<file path="src/rtl/fetch_ctrl.sv">
// Fetch sequencer: owns the fetch PC, runs the imem req/ack handshake and
// presents one instruction at a time to decode, with delayed-branch redirects.
module fetch_ctrl #(
  parameter logic [31:0] RESET_PC = 32'h0000_3000
) (
  input  logic        clk_i,
  input  logic        reset_ni,
  input  logic        stall_i,
  input  logic        redirect_valid_i,
  input  logic [31:0] redirect_target_i,
  input  logic        flush_valid_i,
  input  logic [31:0] flush_target_i,
  output logic        imem_req_o,
  output logic [31:0] imem_addr_o,
  input  logic        imem_ack_i,
  input  logic [31:0] imem_rdata_i,
  output logic        instr_valid_o,
  output logic [31:0] instr_o,
  output logic [31:0] instr_pc_o,
  output logic        addr_err_o
);

  typedef enum logic [1:0] {S_IDLE, S_BUSY, S_DROP} state_e;

  state_e      state_q, state_d;
  logic [31:0] pc_q, pc_d;
  logic        vld_q, vld_d;
  logic [31:0] instr_q, instr_d;
  logic [31:0] ipc_q, ipc_d;
  logic        aerr_q, aerr_d;
  logic        pend_vld_q, pend_vld_d;
  logic [31:0] pend_tgt_q, pend_tgt_d;
  logic        err_hold_q, err_hold_d;
  logic [31:0] drop_addr_q, drop_addr_d;

  logic        can_issue, capture, misalign, req;
  logic [31:0] addr;

  always_comb begin
    state_d     = state_q;
    pc_d        = pc_q;
    vld_d       = vld_q;
    instr_d     = instr_q;
    ipc_d       = ipc_q;
    aerr_d      = aerr_q;
    pend_vld_d  = pend_vld_q;
    pend_tgt_d  = pend_tgt_q;
    err_hold_d  = err_hold_q;
    drop_addr_d = drop_addr_q;
    can_issue   = !vld_q || !stall_i;
    capture     = 1'b0;
    misalign    = 1'b0;
    req         = 1'b0;
    addr        = pc_q;

    case (state_q)
      S_IDLE: begin
        if (can_issue && !err_hold_q) begin
          if (pc_q[1:0] == 2'b00) begin
            req = 1'b1;
            if (imem_ack_i) capture = !flush_valid_i;
            else            state_d = flush_valid_i ? S_DROP : S_BUSY;
          end else begin
            misalign = 1'b1;
          end
        end
      end
      S_BUSY: begin
        req = 1'b1;
        if (imem_ack_i) begin
          capture = !flush_valid_i;
          state_d = S_IDLE;
        end else if (flush_valid_i) begin
          state_d = S_DROP;
        end
      end
      S_DROP: begin
        // pc already holds the flush target; finish the abandoned access first
        req  = 1'b1;
        addr = drop_addr_q;
        if (imem_ack_i) state_d = S_IDLE;
      end
      default: state_d = S_IDLE;
    endcase

    if (state_q != S_DROP) drop_addr_d = pc_q;

    if (vld_q && !stall_i) vld_d = 1'b0;

    if (capture) begin
      vld_d      = 1'b1;
      instr_d    = imem_rdata_i;
      ipc_d      = pc_q;
      aerr_d     = 1'b0;
      pc_d       = pend_vld_q ? pend_tgt_q : pc_q + 32'd4;
      pend_vld_d = 1'b0;
    end

    if (misalign && !flush_valid_i) begin
      vld_d      = 1'b1;
      instr_d    = 32'h0;
      ipc_d      = pc_q;
      aerr_d     = 1'b1;
      err_hold_d = 1'b1;
    end

    // the capture in a redirect cycle is the delay slot, so jump straight away
    if (redirect_valid_i && !flush_valid_i) begin
      if (capture) begin
        pc_d = redirect_target_i;
      end else begin
        pend_vld_d = 1'b1;
        pend_tgt_d = redirect_target_i;
      end
    end

    if (flush_valid_i) begin
      pc_d       = flush_target_i;
      vld_d      = 1'b0;
      pend_vld_d = 1'b0;
      err_hold_d = 1'b0;
      aerr_d     = 1'b0;
    end
  end

  always_ff @(posedge clk_i or negedge reset_ni) begin
    if (!reset_ni) begin
      state_q     <= S_IDLE;
      pc_q        <= RESET_PC;
      vld_q       <= 1'b0;
      instr_q     <= 32'h0;
      ipc_q       <= 32'h0;
      aerr_q      <= 1'b0;
      pend_vld_q  <= 1'b0;
      pend_tgt_q  <= 32'h0;
      err_hold_q  <= 1'b0;
      drop_addr_q <= RESET_PC;
    end else begin
      state_q     <= state_d;
      pc_q        <= pc_d;
      vld_q       <= vld_d;
      instr_q     <= instr_d;
      ipc_q       <= ipc_d;
      aerr_q      <= aerr_d;
      pend_vld_q  <= pend_vld_d;
      pend_tgt_q  <= pend_tgt_d;
      err_hold_q  <= err_hold_d;
      drop_addr_q <= drop_addr_d;
    end
  end

  assign imem_req_o    = req && reset_ni;
  assign imem_addr_o   = addr;
  assign instr_valid_o = vld_q;
  assign instr_o       = instr_q;
  assign instr_pc_o    = ipc_q;
  assign addr_err_o    = aerr_q;

endmodule

</file>
<file path="config.mk">
export PLATFORM = sky130hd
export DESIGN_NAME = fetch_ctrl
export DESIGN_NICKNAME = d
export VERILOG_FILES = /design/src/rtl/fetch_ctrl.sv
export SDC_FILE = /design/constraint.sdc
export NUM_CORES = 1
export LEC_CHECK = 0
export ABC_AREA = 1
export BUFFER_PORTS_ARGS = -buffer_cell sky130_fd_sc_hd__buf_2
export CORE_MARGIN = 2
export CORE_UTILIZATION = 44
export DETAILED_ROUTE_END_ITERATION = 10
export MAX_ROUTING_LAYER = met4
export PLACE_DENSITY = 0.69
export SYNTH_ARGS = -nofsm -noshare
export SYNTH_HDL_FRONTEND = slang
export SYNTH_SLANG_ARGS = --single-unit
</file>
<file path="constraint.sdc">
create_clock -name clk_i -period 2.7 [get_ports clk_i]
set_clock_uncertainty 0.15 [all_clocks]
set_input_delay 0.27 -clock clk_i [delete_from_list [all_inputs] [get_ports clk_i]]
set_output_delay 0.27 -clock clk_i [all_outputs]
set_load 0.005 [all_outputs]
</file>
==> results of run 1 <==
[per-layer routing]
metal	global-route usage (%)	vias up	wire [um]
met5	-	-	0
met4	7.97	0	462
met3	5.13	33	1830
met2	39.5	325	11300
met1	39.4	3867	12100
li1	-	3984	-
[registers in the layout, indices dropped and copies added, names as in the netlist, named ones only]
signal,flops
instr_o,32
err_hold_q,1
addr_err_o,1
pend_tgt_q,32
drop_addr_q,32
instr_pc_o,32
state_q,2
pend_vld_q,1
instr_valid_o,1
pc_q,19
[worst max path at each step]
stage / start / to / slack (ps) / cells after the start
after floorplan: state_q[0]$_DFFE_PN0P_ / flip-flop / 920 / 10
after global placement: state_q[0]$_DFFE_PN0P_ / pc_q[7]$_DFF_PN0_ / 500 / 9
after detailed placement: state_q[0]$_DFFE_PN0P_ / pc_q[10]$_DFF_PN0_ / 450 / 9
after CTS: state_q[0]$_DFFE_PN0P_ / flip-flop / 20 / 9
after global routing: state_q[0]$_DFFE_PN0P_ / flip-flop / 20 / 10
final: state_q[1]$_DFFE_PN0P_ / flip-flop / 170 / 10
[kinds of logic (layout without fill, tap and decap cells)]
family	count (synthesis)	in the layout	share of synthesized area (%)
compound gates	156	156	9.87
fa+ha+maj	5	5	0.766
mux	1	1	0.138
buf+inv	108	411	6.42
simple gates	633	633	31.9
flops	166	166	50.9
[synthesized netlist by cell type (all sizes together)]
| library cell | instances |
|---|---|
| nand3b | 1 |
| dfstp | 4 |
| buf | 31 |
| nand4 | 19 |
| nor2 | 169 |
| o211ai | 4 |
| a22oi | 1 |
| o21ai | 129 |
| inv | 62 |
| ha | 5 |
| or2 | 2 |
| a31oi | 1 |
| dfrtp | 162 |
| nand2 | 384 |
| o21bai | 1 |
| nor2b | 1 |
| nand3 | 57 |
| o22ai | 1 |
| a21oi | 19 |
| mux2 | 1 |
| clkbuf | 15 |
[power breakdown]
part / switching, mW / internal [mW] / total (mW)
Sequential: 0.531 / 3.40 / 3.93
Clock: 1.09 / 1.39 / 2.48
Combinational: 1.98 / 1.32 / 3.31
Total: 3.61 / 6.11 / 9.71
[worst max-delay path, cell delays in order, from the launching register on]
cell           delay [ps]
dfrtp_1               430
inv_1                 100
ha_2                  250
nand4_2               140
nand2_1               100
nand2_2               160
nand2_4               170
inv_2                 180
nand2_1               100
nand4_1                80
dlygate4sd3_1         560
[area by class of cell]
cell class                      instances  share of cell area, %
Clock buffer                           18                   3.92
Clock inverter                         14                   1.46
Tap cell                              229                   2.62
Timing Repair Buffer                  317                   20.0
Inverter                               62                   2.15
Sequential cell                       166                   38.0
Multi-Input combinational cell        795                   31.9
[repair_timing]
item,4_1_cts,5_1_grt
hold buffers,95,0
endpoints found under the setup margin,0,1
hold endpoints to repair,140,0
gates resized for setup,0,1
buffers inserted,0,4
==> impl_metrics.json, run 1 <==
{
  "status": "finished, final reports clean",
  "drv_slew": 0,
  "rsz0062_at_grt": "no",
  "die-area_sq_um": 19700,
  "drt_pass1_iterations": 5,
  "hp-class": "in2reg",
  "antenna_found_initial": 0,
  "die_height_um": 140,
  "cts_buffer_depth": 2,
  "track_usage_pct": 27.3,
  "wl_per_cell_um": 16.0,
  "holdCritStartpoint": "flush_valid_i",
  "fillCellCount": 1572,
  "first_iter_violations": 816,
  "boundaryPins": 201,
  "ff_latch_area_sq_um": 4160,
  "final_common_cell": "nand2_1",
  "whs_path_depth": 3,
  "portBuffers": 200,
  "placed_area_sq_um": 9360,
  "synth_top_area_share_pct": 49.6,
  "core_sq_um": 18100,
  "r2r_cells": 10,
  "antenna_cells": 0,
  "cts_inserted_buffers": 17,
  "worst_slack_ps": 170,
  "ys_ff_latch": 166,
  "first_global_vias": 7889,
  "cts.clk_slew.worst_paths_ps": 70,
  "multi_input_area_sq_um": 3490,
  "cts-root-buf": "clkbuf_16",
  "tightest_slew_ps": 613,
  "cts_tree": "built",
  "crit_fanout": 15,
  "clock_latency_ps": 440,
  "power_density_nw_per_um2": 887,
  "fin_nets": 1466,
  "ant_nets": 0,
  "rows": 49,
  "post-route-period-util_pct": 93.7,
  "ys_warn_count": 0,
  "worst_setup_path_end_kind": "flip-flop",
  "clock.fmax_ghz": 0.395,
  "area_growth_pct": 34.0,
  "syn_area_per_cell_sq_um": 7.64,
  "stdcell_area_sq_um": 10900,
  "cap_violations": 0,
  "synth_fp_nets": 1176,
  "gp_congestion": 0.932,
  "dp_slack_ps": 450,
  "synthTopCellsByArea": "dfrtp_1, nand2_1, nor2_1, o21ai_0, nand3_1",
  "relSlewSlack_pct": 59.1,
  "synth_area_leader_cell": "dfrtp_1",
  "syn-cell-area_sq_um": 8170,
  "grt_overflow": 0,
  "p_leak_nw": 5.57,
  "clock_sinks": 166,
  "cp-start-kind": "flip-flop",
  "grt_pass1_wl_mm": 41.1,
  "utilization_pct": 60.5,
  "crit_required_ps": 2870,
  "hold_viol": 0,
  "dp.cells": 1470,
  "vias": 8209,
  "yosysUniqueCellTypes": 38,
  "worstReg2RegStart": "state_q[1]$_DFFE_PN0P_",
  "arrival_ps": 2700,
  "hold-path-endpoint": "pc_q[9]$_DFF_PN0_",
  "finalPower_mw": 9.71,
  "drc": 0,
  "grt_max_degree": 93,
  "htree_levels": 4,
  "ff2ff_setup_slack_ps": 170,
  "die_x_um": 140,
  "yosysSeqAreaShare_pct": 50.9,
  "instances_no_fill": 1601,
  "min_period_ps": 2530,
  "crit_type": "reg2reg",
  "finalSetupViolCount": 0,
  "wl_mm": 25.7,
  "vias_per_cell": 5.13,
  "vdd_drop_max_mv": 0.462,
  "dp_hpwl_mm": 17.7,
  "whs_ps": 19.2,
  "drive_above_1_share_pct": 20.8,
  "synthCells": 1069,
  "start_util_pct": 45.2,
  "fin_tns_setup_ps": 0,
  "final_cell_mix": "nand2_1, buf_2, nor2_1"
}
No activity file was read; power rests on OpenSTA's default activity.
==> run 2, diff against run 1 <==
--- a/config.mk
+++ b/config.mk
@@ -10,4 +10,5 @@
 export CORE_MARGIN = 2
 export CORE_UTILIZATION = 44
+export CTS_CLUSTER_DIAMETER = 40
 export DETAILED_ROUTE_END_ITERATION = 10
 export MAX_ROUTING_LAYER = met4
==> constraint.sdc (replaced) <==
create_clock -name clk_i -period 2.7 [get_ports clk_i]
set_clock_uncertainty 0.15 [all_clocks]
set_input_delay 0.135 -clock clk_i [delete_from_list [all_inputs] [get_ports clk_i]]
set_output_delay 0.135 -clock clk_i [all_outputs]
set_load 0.005 [all_outputs]
==> impl_metrics.json, run 2 (synthesized netlist as in run 1, its figures left out) <==
{
  "first_iter_violations": 766,
  "met1Wirelength_mm": 12.0,
  "fin_tns_setup_ps": 0,
  "portBuffers": 200,
  "drive_above_1_share_pct": 20.4,
  "cp-start-kind": "flip-flop",
  "whs_path_depth": 3,
  "dp_hpwl_mm": 17.6,
  "crit_type": "reg2reg",
  "htree_levels": 4,
  "fin_nets": 1475,
  "area_growth_pct": 34.7,
  "track_usage_pct": 27.6,
  "post-route-period-util_pct": 94.1,
  "worst-path-buf-inv": 3,
  "power_density_nw_per_um2": 868,
  "die_height_um": 140,
  "status": "finished, final reports clean",
  "rsz0062_at_grt": "no",
  "hold_viol": 0,
  "cts_inserted_buffers": 17,
  "vias": 8282,
  "arrival_ps": 2700,
  "crit_required_ps": 2860,
  "die_x_um": 140,
  "tightest_slew_ps": 627,
  "wl_mm": 25.8,
  "grt_pass1_wl_mm": 41.5,
  "vias_per_cell": 5.15,
  "critPathMaxStageDelay_ps": 570,
  "relSlewSlack_pct": 58.1,
  "drv_slew": 0,
  "final_cell_mix": "nand2_1, buf_2, nor2_1, dfrtp_1, dlygate4sd3_1",
  "clock_latency_ps": 430,
  "crit_chain": "inv_1 -> ha_2 -> nand4_2 -> nand2_1 -> nand2_2 -> nand2_4 -> inv_2 -> nand2_1 -> nand4_1 -> dlygate4sd3_1",
  "drt_pass1_iterations": 5,
  "grt_max_degree": 76,
  "cts_tree": "built",
  "p_leak_nw": 5.59,
  "final_common_cell": "nand2_1",
  "boundaryPins": 201,
  "min_period_ps": 2540,
  "drc": 0,
  "route.met3.wl_mm": 1.85,
  "die-area_sq_um": 19700,
  "first_global_vias": 7897,
  "fillCellCount": 1577,
  "cts_buffer_depth": 2,
  "wl_met2_mm": 11.4,
  "crit_fanout": 15,
  "path_common_cell": "nand2_1",
  "finalSetupViolCount": 0,
  "start_util_pct": 45.2,
  "vdd_drop_max_mv": 0.603,
  "grt_overflow": 0,
  "worst_setup_path_end_kind": "flip-flop",
  "gp_congestion": 0.955,
  "cap_violations": 0,
  "wl_per_cell_um": 16.1,
  "core_sq_um": 18100,
  "topRoutingLayerUsed": "met4",
  "clock_sinks": 166,
  "cts.clk_slew.worst_paths_ps": 60,
  "antenna_found_initial": 0,
  "antenna_cells": 0,
  "cp_top_family": "buffers and inverters",
  "rows": 49,
  "crit_slowest_cell": "dlygate4sd3_1",
  "cts-root-buf": "clkbuf_16",
  "hp-class": "in2reg",
  "r2r_cells": 10,
  "clock.fmax_ghz": 0.394,
  "ant_nets": 0,
  "whs_ps": 39.1,
  "cp.depth": 10
}
[run 2: cell count changes in the layout (fill, tap and decap cells not counted), moves of 2 or more]
cell	previous run	this run
inv_6	6	4
dlygate4sd3_1	95	109
buf_4	17	13
clkinv_2	1	4
clkinv_4	1	3
[run 2: per-stage QoR]
| stage | power [mW] | area, sq um | std cells | setup slack [ps] | utilization, % |
|---|---|---|---|---|---|
| after floorplan | 5.73 | 8170 | 1069 | 921 | - |
| after global placement | 7.00 | 9320 | 1466 | 570 | 51.5 |
| after detailed placement | 7.07 | 9320 | 1466 | 454 | 51.5 |
| after CTS | 9.54 | 11000 | 1606 | 22.4 | 60.6 |
| after global routing | 10.2 | 11000 | 1609 | 14.1 | 60.8 |
| final | 9.55 | 11000 | 1609 | 160 | 60.8 |
[run 2: cell type report]
type                       instances  area, sq um  share of cell area, %
clock buffer                      17          425                   3.87
clock inverter                    14          126                   1.15
inverter                          62          235                   2.14
multi-input combinational        795         3500                   31.8
sequential                       166         4160                   37.8
tap                              229          287                   2.60
timing repair buffer             326         2280                   20.7
[run 2: path summary, 6_finish.rpt]
kind / endpoint / start / slack (ps)
setup / recovery: flip-flop / state_q[0]$_DFFE_PN0P_ / 160
hold / removal: pend_vld_q$_DFF_PN0_ / redirect_valid_i / 40
setup reg to reg: flip-flop / state_q[0]$_DFFE_PN0P_ / 160
hold reg to reg: pend_tgt_q[13]$_DFFE_PN0P_ / pend_tgt_q[13]$_DFFE_PN0P_ / 320
max in group asynchronous: drop_addr_q[12]$_DFFE_PN1N_ / reset_ni / 1380
min in group asynchronous: instr_o[21]$_DFFE_PN0P_ / reset_ni / 110
[run 2: where the power goes]
part           internal, mW  switching (mW)  total, mW  leakage (nW)
logic                  1.33            1.99       3.32          3.27
clock network          1.27            1.04       2.31         0.270
registers              3.40           0.526       3.92          2.05
total                  6.00            3.55       9.55          5.59
[run 2: per-layer routing]
metal / up-vias / GRT usage (%)
li1: 4018 / -
met1: 3868 / 39.5
met2: 353 / 40.5
met3: 43 / 4.82
met4: 0 / 8.19
met5: - / -
[run 2: worst min-delay path: stages]
cell	delay (ps)
buf_2	150
nand2_4	180
a21oi_1	100
[run 2: repair_timing]
action                                 in CTS  in global routing
endpoints found under the hold margin     156                  0
hold buffers                              109                  0
buffers inserted                            0                  3
gates resized for setup                     0                  3
setup endpoints to repair                   0                  3
